`src/rtl/addsub_pkg.sv`:
```
// addsub_pkg
//   Shared constants and types for the skewed-pipeline adder/subtractor.
//   - DEF_WIDTH / DEF_STAGES : default operand width and pipeline depth.
//   - MAX_WIDTH             : upper bound on WIDTH; stage-register data fields are
//                              sized to this so one struct serves every legal WIDTH.
//   - stage_t                : one pipeline stage register (valid, carry chain,
//                              finished sum chunks, operand chunks still to do).
package addsub_pkg;

  localparam int DEF_WIDTH  = 32;
  localparam int DEF_STAGES = 4;
  localparam int MAX_WIDTH  = 64;

  typedef struct packed {
    logic                 valid;  // stage holds a live operation
    logic                 carry;  // carry out of the chunk processed in this stage
    logic                 c_msb;  // carry into the top bit of that chunk (for ovf)
    logic [MAX_WIDTH-1:0] sum;    // finished sum chunks (low chunks only)
    logic [MAX_WIDTH-1:0] a;      // operand A chunks still waiting upstream
    logic [MAX_WIDTH-1:0] b;      // operand B chunks, already inverted for subtract
  } stage_t;

  // Subtract is a + ~b + ~borrow, so the borrow-in becomes an inverted carry-in.
  function automatic logic eff_carry_in(input logic sub_op, input logic cin);
    return sub_op ? ~cin : cin;
  endfunction

endpackage

```
`src/rtl/cla_chunk.sv`:
```
// cla_chunk
//   CW-bit carry-lookahead adder slice. Every carry is built directly from the
//   generate/propagate terms and cin, so there is no ripple path inside a chunk.
//   Ports:
//     a, b   : CW-bit addends
//     cin    : carry into bit 0
//     s      : CW-bit sum
//     cout   : carry out of bit CW-1
//     c_msb  : carry into bit CW-1 (used by the caller for signed overflow)
module cla_chunk #(
  parameter int CW = 8
) (
  input  logic [CW-1:0] a,
  input  logic [CW-1:0] b,
  input  logic          cin,
  output logic [CW-1:0] s,
  output logic          cout,
  output logic          c_msb
);

  logic [CW-1:0] g;
  logic [CW-1:0] p;
  logic [CW:0]   c;

  assign g = a & b;
  assign p = a ^ b;

  // c[i] = g[i-1] | p[i-1]g[i-2] | ... | p[i-1..0]cin, expanded per bit.
  always_comb begin
    logic prop;
    c    = '0;
    prop = 1'b1;
    c[0] = cin;
    for (int i = 1; i <= CW; i++) begin
      prop = 1'b1;
      for (int j = i - 1; j >= 0; j--) begin
        c[i] = c[i] | (g[j] & prop);
        prop = prop & p[j];
      end
      c[i] = c[i] | (cin & prop);
    end
  end

  assign s     = p ^ c[CW-1:0];
  assign cout  = c[CW];
  assign c_msb = c[CW-1];

endmodule

```
`src/rtl/pipe_addsub.sv`:
```
// pipe_addsub
//   Skewed-pipeline adder/subtractor. Stage k adds chunk k of the operands using
//   the carry registered by stage k-1; unprocessed operand chunks and finished
//   sum chunks travel forward in the stage registers. Each stage has its own
//   valid bit and loads whenever it is empty or the next stage is loading, so
//   the pipe doubles as a STAGES-deep elastic buffer.
//   Ports:
//     clk, rst_n          : clock, asynchronous active-low reset
//     in_valid, in_ready  : operand handshake
//     a, b, sub, c_in     : operands, 0=add / 1=subtract, carry/borrow in
//     out_valid, out_ready: result handshake
//     sum, c_out, ovf,zero: result, unsigned carry, signed overflow, result==0
module pipe_addsub
  import addsub_pkg::*;
#(
  parameter int WIDTH  = DEF_WIDTH,
  parameter int STAGES = DEF_STAGES
) (
  input  logic             clk,
  input  logic             rst_n,
  input  logic             in_valid,
  output logic             in_ready,
  input  logic [WIDTH-1:0] a,
  input  logic [WIDTH-1:0] b,
  input  logic             sub,
  input  logic             c_in,
  output logic             out_valid,
  input  logic             out_ready,
  output logic [WIDTH-1:0] sum,
  output logic             c_out,
  output logic             ovf,
  output logic             zero
);

  localparam int CW = WIDTH / STAGES;

  if (WIDTH < 4 || (WIDTH % STAGES) != 0 || WIDTH > MAX_WIDTH) begin : gen_bad_params
    $error("pipe_addsub: illegal WIDTH/STAGES combination");
  end

  logic [STAGES:0] ready;
  logic            init_q;
  stage_t          last_q;

  // in_ready must stay low during reset and rise on the first edge after it.
  always_ff @(posedge clk or negedge rst_n) begin
    if (!rst_n) init_q <= 1'b0;
    else        init_q <= 1'b1;
  end

  assign ready[STAGES] = out_ready;
  assign in_ready      = init_q & ready[0];

  for (genvar gi = 0; gi < STAGES; gi++) begin : gen_stage
    stage_t        up;       // what feeds this stage's chunk adder
    stage_t        stage_d;
    stage_t        stage_q;
    logic [CW-1:0] s_chunk;
    logic          co;
    logic          cm;
    logic          unused_stage;

    if (gi == 0) begin : gen_head
      always_comb begin
        up       = '0;
        up.valid = in_valid & init_q;
        up.carry = eff_carry_in(sub, c_in);
        up.a     = MAX_WIDTH'(a);
        up.b     = MAX_WIDTH'(sub ? ~b : b);
      end
    end else begin : gen_body
      assign up = gen_stage[gi-1].stage_q;
    end

    cla_chunk #(.CW(CW)) u_cla (
      .a     (up.a[gi*CW +: CW]),
      .b     (up.b[gi*CW +: CW]),
      .cin   (up.carry),
      .s     (s_chunk),
      .cout  (co),
      .c_msb (cm)
    );

    always_comb begin
      stage_d                   = up;
      stage_d.sum[gi*CW +: CW]  = s_chunk;
      stage_d.carry             = co;
      stage_d.c_msb             = cm;
    end

    assign ready[gi] = ~stage_q.valid | ready[gi+1];

    always_ff @(posedge clk or negedge rst_n) begin
      if (!rst_n)         stage_q <= '0;
      else if (ready[gi]) stage_q <= stage_d;
    end

    // Consumed operand chunks and not-yet-written sum chunks are dead bits.
    assign unused_stage = ^stage_q;
  end

  assign last_q    = gen_stage[STAGES-1].stage_q;
  assign out_valid = last_q.valid;
  assign sum       = last_q.sum[WIDTH-1:0];
  assign c_out     = last_q.carry;
  assign ovf       = last_q.c_msb ^ last_q.carry;
  // Gated by valid so zero reads 0 out of reset, when sum is also 0.
  assign zero      = last_q.valid & ~|last_q.sum[WIDTH-1:0];

endmodule

```
`config.mk`:
```
export PLATFORM = sky130hd
export DESIGN_NAME = pipe_addsub
export DESIGN_NICKNAME = d
export VERILOG_FILES = /design/src/rtl/addsub_pkg.sv /design/src/rtl/cla_chunk.sv /design/src/rtl/pipe_addsub.sv
export SDC_FILE = /design/constraint.sdc
export NUM_CORES = 1
export LEC_CHECK = 0
export BUFFER_PORTS_ARGS = -buffer_cell sky130_fd_sc_hd__buf_2
export CAP_MARGIN = 10
export CORE_MARGIN = 4
export CORE_UTILIZATION = 52
export CTS_CLUSTER_DIAMETER = 30
export DETAILED_ROUTE_END_ITERATION = 12
export HOLD_SLACK_MARGIN = 0.1
export PLACE_DENSITY = 0.73
export RECOVER_POWER = 25
export SLEW_MARGIN = 0
export SYNTH_ARGS = -nofsm -noshare
export SYNTH_HDL_FRONTEND = slang
export SYNTH_SLANG_ARGS = --single-unit
```
`constraint.sdc`:
```
create_clock -name clk -period 4 [get_ports clk]
set_input_delay 0.4 -clock clk [delete_from_list [all_inputs] [get_ports clk]]
set_output_delay 0.4 -clock clk [all_outputs]
set_load 0.02 [all_outputs]
```
After elaboration in Yosys (flattened, before gate mapping)
Cells that the tools add are included.
Widths: inputs -> output; s select.
{"block": "word_totals", "register_bits": 282, "output_inout_bits": 37}
{"block": "classes", "muxes": 2, "bitwise_logic": 426, "reduce_logical": 2}
{"operator": "$and 1x1->1", "count": 259}
{"operator": "$or 1x1->1", "count": 148}
{"operator": "$xor 8x8->8", "count": 8}
{"operator": "$and 8x8->8", "count": 4}
{"operator": "$mux 32", "count": 1}
{"operator": "$not 32->32", "count": 1}
{"operator": "$reduce_or 32->1", "count": 1}
{"operator": "$not 1->1", "count": 5}
{"operator": "$logic_not 1->1", "count": 1}
{"operator": "$mux 1", "count": 1}
{"operator": "$xor 1x1->1", "count": 1}

Logic depth before layout (Yosys ltp)
{"block": "logic_depth", "ltp_word": 12, "ltp_mapped": 9, "depth_no_buf": 7}

Cells and area by module
Synthesis repeated with hierarchy kept, for this count alone.
{"block": "hier_totals", "hier_cells": 762, "area_unflattened_um2": 8831.0}
{"module": "pipe_addsub", "instances": 1, "cells_each": 613, "area_each_um2": 7534.7, "seq_area_each_um2": 4654.5}
{"module": "cla_chunk at gen_stage[2].u_cla", "instances": 1, "cells_each": 43, "area_each_um2": 355.3, "seq_area_each_um2": 0.0}
{"module": "cla_chunk at gen_stage[1].u_cla", "instances": 1, "cells_each": 37, "area_each_um2": 327.8, "seq_area_each_um2": 0.0}
{"module": "cla_chunk at gen_stage[0].u_cla", "instances": 1, "cells_each": 35, "area_each_um2": 310.3, "seq_area_each_um2": 0.0}
{"module": "cla_chunk at gen_stage[3].u_cla", "instances": 1, "cells_each": 34, "area_each_um2": 302.8, "seq_area_each_um2": 0.0}

Least setup slack after synthesis
Ideal clock, no wire load.
{"block": "synth_timing", "path_kind": "input -> register", "from": "in sub", "to": "reg gen_stage[0].stage_q[135] (netlist bit)", "setup_ns": 0.120, "t_arrival_ns": 2.293, "required_ns": 3.880, "path_slack_ns": 1.588, "stages": 9, "cell_sequence": "buf_6 > buf_2 > xor2_1 > ha_1 > nor3_1 > nor3b_1 > o221a_1 > or3_1 > a31o_1"}
{"block": "synth_via", "elab_chain_cells": 11}
{"element": "from (decl)", "line": "pipe_addsub.sv:25", "text": "input logic sub,"}
{"element": "$mux 32", "line": "pipe_addsub.sv:69", "text": "up.b = MAX_WIDTH'(sub ? ~b : b);"}
{"element": "$and 8x8->8 / $xor 8x8->8 (equally long branches)", "line": "cla_chunk.sv:25, cla_chunk.sv:26"}
{"element": "$and 1x1->1, on equally long branches", "line": "cla_chunk.sv:37, cla_chunk.sv:38"}
{"element": "$or 1x1->1 (tied with other cells) (5 in a row)", "line": "cla_chunk.sv:37", "text": "c[i] = c[i] | (g[j] & prop);"}
{"element": "$or 1x1->1 / $and 1x1->1 (equally long branches)", "line": "cla_chunk.sv:37, cla_chunk.sv:40"}
{"element": "$or 1x1->1", "line": "cla_chunk.sv:40", "text": "c[i] = c[i] | (cin & prop);"}
{"element": "$xor 8x8->8 *", "line": "cla_chunk.sv:44", "text": "assign s = p ^ c[CW-1:0];"}
{"element": "to (signal assigned)", "line": "pipe_addsub.sv:95", "text": "else if (ready[gi]) stage_q <= stage_d;"}
{"element": "to (decl)", "line": "pipe_addsub.sv:57", "text": "stage_t stage_q;"}
Every way passes the cells marked *; elsewhere a longest branch is shown, timed or not.
A chain may end at the register's enable or synchronous reset.

==> out/qor.txt <==
I/O pin cnt = 107
max-slew violation count = 95
#FFs+latches synth = 186
Vias = 5,810
slowest cell on the critical path = clkbuf_2
number of global-route vias before repair = 5,650
CP Max Fanout = 94
cell with the most instances after synthesis = nand2_1
PnR Total Power = 0.005336 W
Post-CTS Setup Inserts = 0
Setup TNS = 0 ns
first-pass GRT wire length = 27,400 microns
post-route ant nets = 0
GRT Residual Overflow = 0
DRC marker count from the first detailed-route iteration = 427
run status = finished, violations left
fraction of registers with async set/reset = 100.0%
met3 WL post-DR = 749 microns
Mapped Cells = 884
CTS sink count = 186
slew at the pin closest to its max-slew limit = 2.295 ns
routed wl met2 = 6971 microns
Setup CP Type = in -> async
final hold violations = 0
initial core utilization = 53.75%
Slew headroom = -53.01%
Gate power share = 21.2%
Synth top cells by count = nand2_1 (319), dfrtp_1 (186), xnor2_1 (38)
gr usage total = 18.57%
leading area contributor after synthesis = dfrtp_1
maximum vdd drop = 0.3712 mV
post-synth cell types = 48
die width = 136.8 microns
setup ws final = 1.336 ns
crit start category = primary input
Fmax = 0.3754 GHz
Syn-to-layout area delta = 12.34%
clock power share = 31.4%
post-layout util = 60.38%
MaxCap Viol Count = 1
DR vias/cell = 4.940
Residual DRC = 0
type of the tightest min-delay check = in -> reg
clock transition at the registers of the reported paths = 0.06 ns
top_reg_cell synth = dfrtp_1
switching power = 0.001607 W
routability cong. = 0.7911
clk_skew = 0.007083 ns
Tcrit/Tclk final = 66.60%
final setup vio count = 0
die area = 18,720 sq um
Switching Share = 30.12%
CP endpoint kind = asynchronous set/reset pin
layout cells sized above 1 = 18.02%
Pleak = 4.676 nW
minimum clock period = 2.664 ns
dpl hpwl = 11,610 microns
final wirelength = 16,210 microns
sequential share of power = 47.4%
synth warn = 0
sequential fraction of the synthesis area = 53.93%
largest net degree at the start of global routing = 95
WL/cell = 13.78 microns
DR top layer = met4
critical path data required time = 4.56 ns
failing checks = max-capacitance violations, max-slew violations
Die Span Y = 136.8 microns
clk_lat worst skew = 0.42 ns
DRT Pass-1 Iters = 4
cts bufs inserted = 17
# diodes = 0
pre-CTS setup slack = 1.489 ns
CTS H-tree lvls = 4
syn nets = 990
crit-path cells = dlygate4sd3_1 > clkbuf_2 > buf_4
Post-synth EDFFs = 0
Synth area leaders = dfrtp_1 (54%), nand2_1 (14%), ha_1 (4.6%), mux2_2 (4.3%), xnor2_1 (3.9%)
initial antenna violation count = 0
syn_area_per_cell = 9.763 sq um
Root Buffer = clkbuf_16
number of port buffers = 106
post-synth top area share = 53.93%
setup repair after global routing missed its margin = no
# rows = 46
Core Footprint = 16,060 sq um
Mapped Area = 8631 sq um
CTS tree = yes
M1 WL = 8251 microns
Crit path largest cell delay = 1.60 ns
pwr/cell area = 550.4 nW/um^2
crit path DAT = 3.22 ns
Final #Nets = 1,054
Max clock buf depth = 2
Pint = 0.003729 W
-- worst paths after layout --
check | end | from | slack [ns] | cells past startpoint
max | gen_stage[0].stage_q[132]$_DFFE_PN0N_ | rst_n | 1.34 | 3
min | gen_stage[0].stage_q[84]$_DFFE_PN0N_ | a[20] | 0.17 | 3
max reg2reg | gen_stage[0].stage_q[14]$_DFFE_PN0N_ | out_valid$_DFFE_PN0P_ | 1.72 | 5
min reg2reg | gen_stage[1].stage_q[133]$_DFFE_PN0P_ | gen_stage[1].stage_q[133]$_DFFE_PN0P_ | 0.46 | 2
max in group clk | in_ready | out_valid$_DFFE_PN0P_ | 1.36 | 6
min in group asynchronous | gen_stage[0].stage_q[73]$_DFFE_PN0N_ | rst_n | 1.20 | 2
-- power by group through the flow --
| stage | combinational [W] | clock (W) | sequential (W) |
|---|---|---|---|
| 2_1_floorplan | 0.000980 | 0 | 0.00247 |
| 3_3_place_gp | 0.00112 | 0 | 0.00255 |
| 3_5_place_dp | 0.00115 | 0 | 0.00256 |
| 4_1_cts | 0.00116 | 0.00171 | 0.00253 |
| 5_1_grt | 0.00127 | 0.00179 | 0.00258 |
| 6_report | 0.00113 | 0.00168 | 0.00253 |
-- registers in the layout, indices dropped and copies added, names as in the netlist --
signal and cells:
sum 32, out_valid 1, init_q 1, c_out 1
gen_stage.stage_q 151
-- through the flow --
stage	instances	hold slack (ns)	cell area (sq um)
2_1_floorplan	884	0.1044	8631
3_3_place_gp	1144	0.4496	9114
3_5_place_dp	1144	0.4519	9114
4_1_cts	1176	0.1543	9716
5_1_grt	1176	0.1648	9696
6_report	1176	0.1703	9696
-- critical path, delay by kind of cell --
family | cells | cell delay, ns
buffers and inverters | 3 | 2.73
-- layout by cell type, fill, tap and decap left out, drive strengths merged, types with 15 or more instances in the layout --
cell	synthesis	layout
buf	41	103
mux2	33	33
nand2	319	319
nor2	36	36
xnor2	39	39
a21oi	27	27
o21ai	36	36
clkbuf	30	32
xor2	15	15
dfrtp	186	186
ha	32	32
-- cells by family after synthesis --
kind of cell	after synthesis	synth area share, %
compound gates	102	7.364
other cells	1	0.04345
flops	186	53.93
simple gates	390	17.93
mux	33	4.306
fa+ha+maj	36	5.567
xor+xnor	54	5.697
buf+inv	82	5.161
-- final cells by class --
type                            instances  area [sq um]
Tap cell                              216         270.3
Timing Repair Buffer                  116         594.3
Multi-Input combinational cell        616          3543
Clock buffer                           20         446.7
Sequential cell                       186          4654
Inverter                               11         41.29
Fill cell                            1392          6362
Clock inverter                         11         145.1
-- routing by layer --
metal	GRT usage, %	up-vias
met3	4.118	17
met1	27.94	2684
met5	0	-
li1	-	2992
met2	27.08	117
met4	5.710	0
-- repair_timing --
item | in CTS | in global routing
hold endpoints to repair | 25 | 0
gates resized for setup | 0 | 0
hold buffers | 1 | 0
No activity file was read; power rests on OpenSTA's default activity.
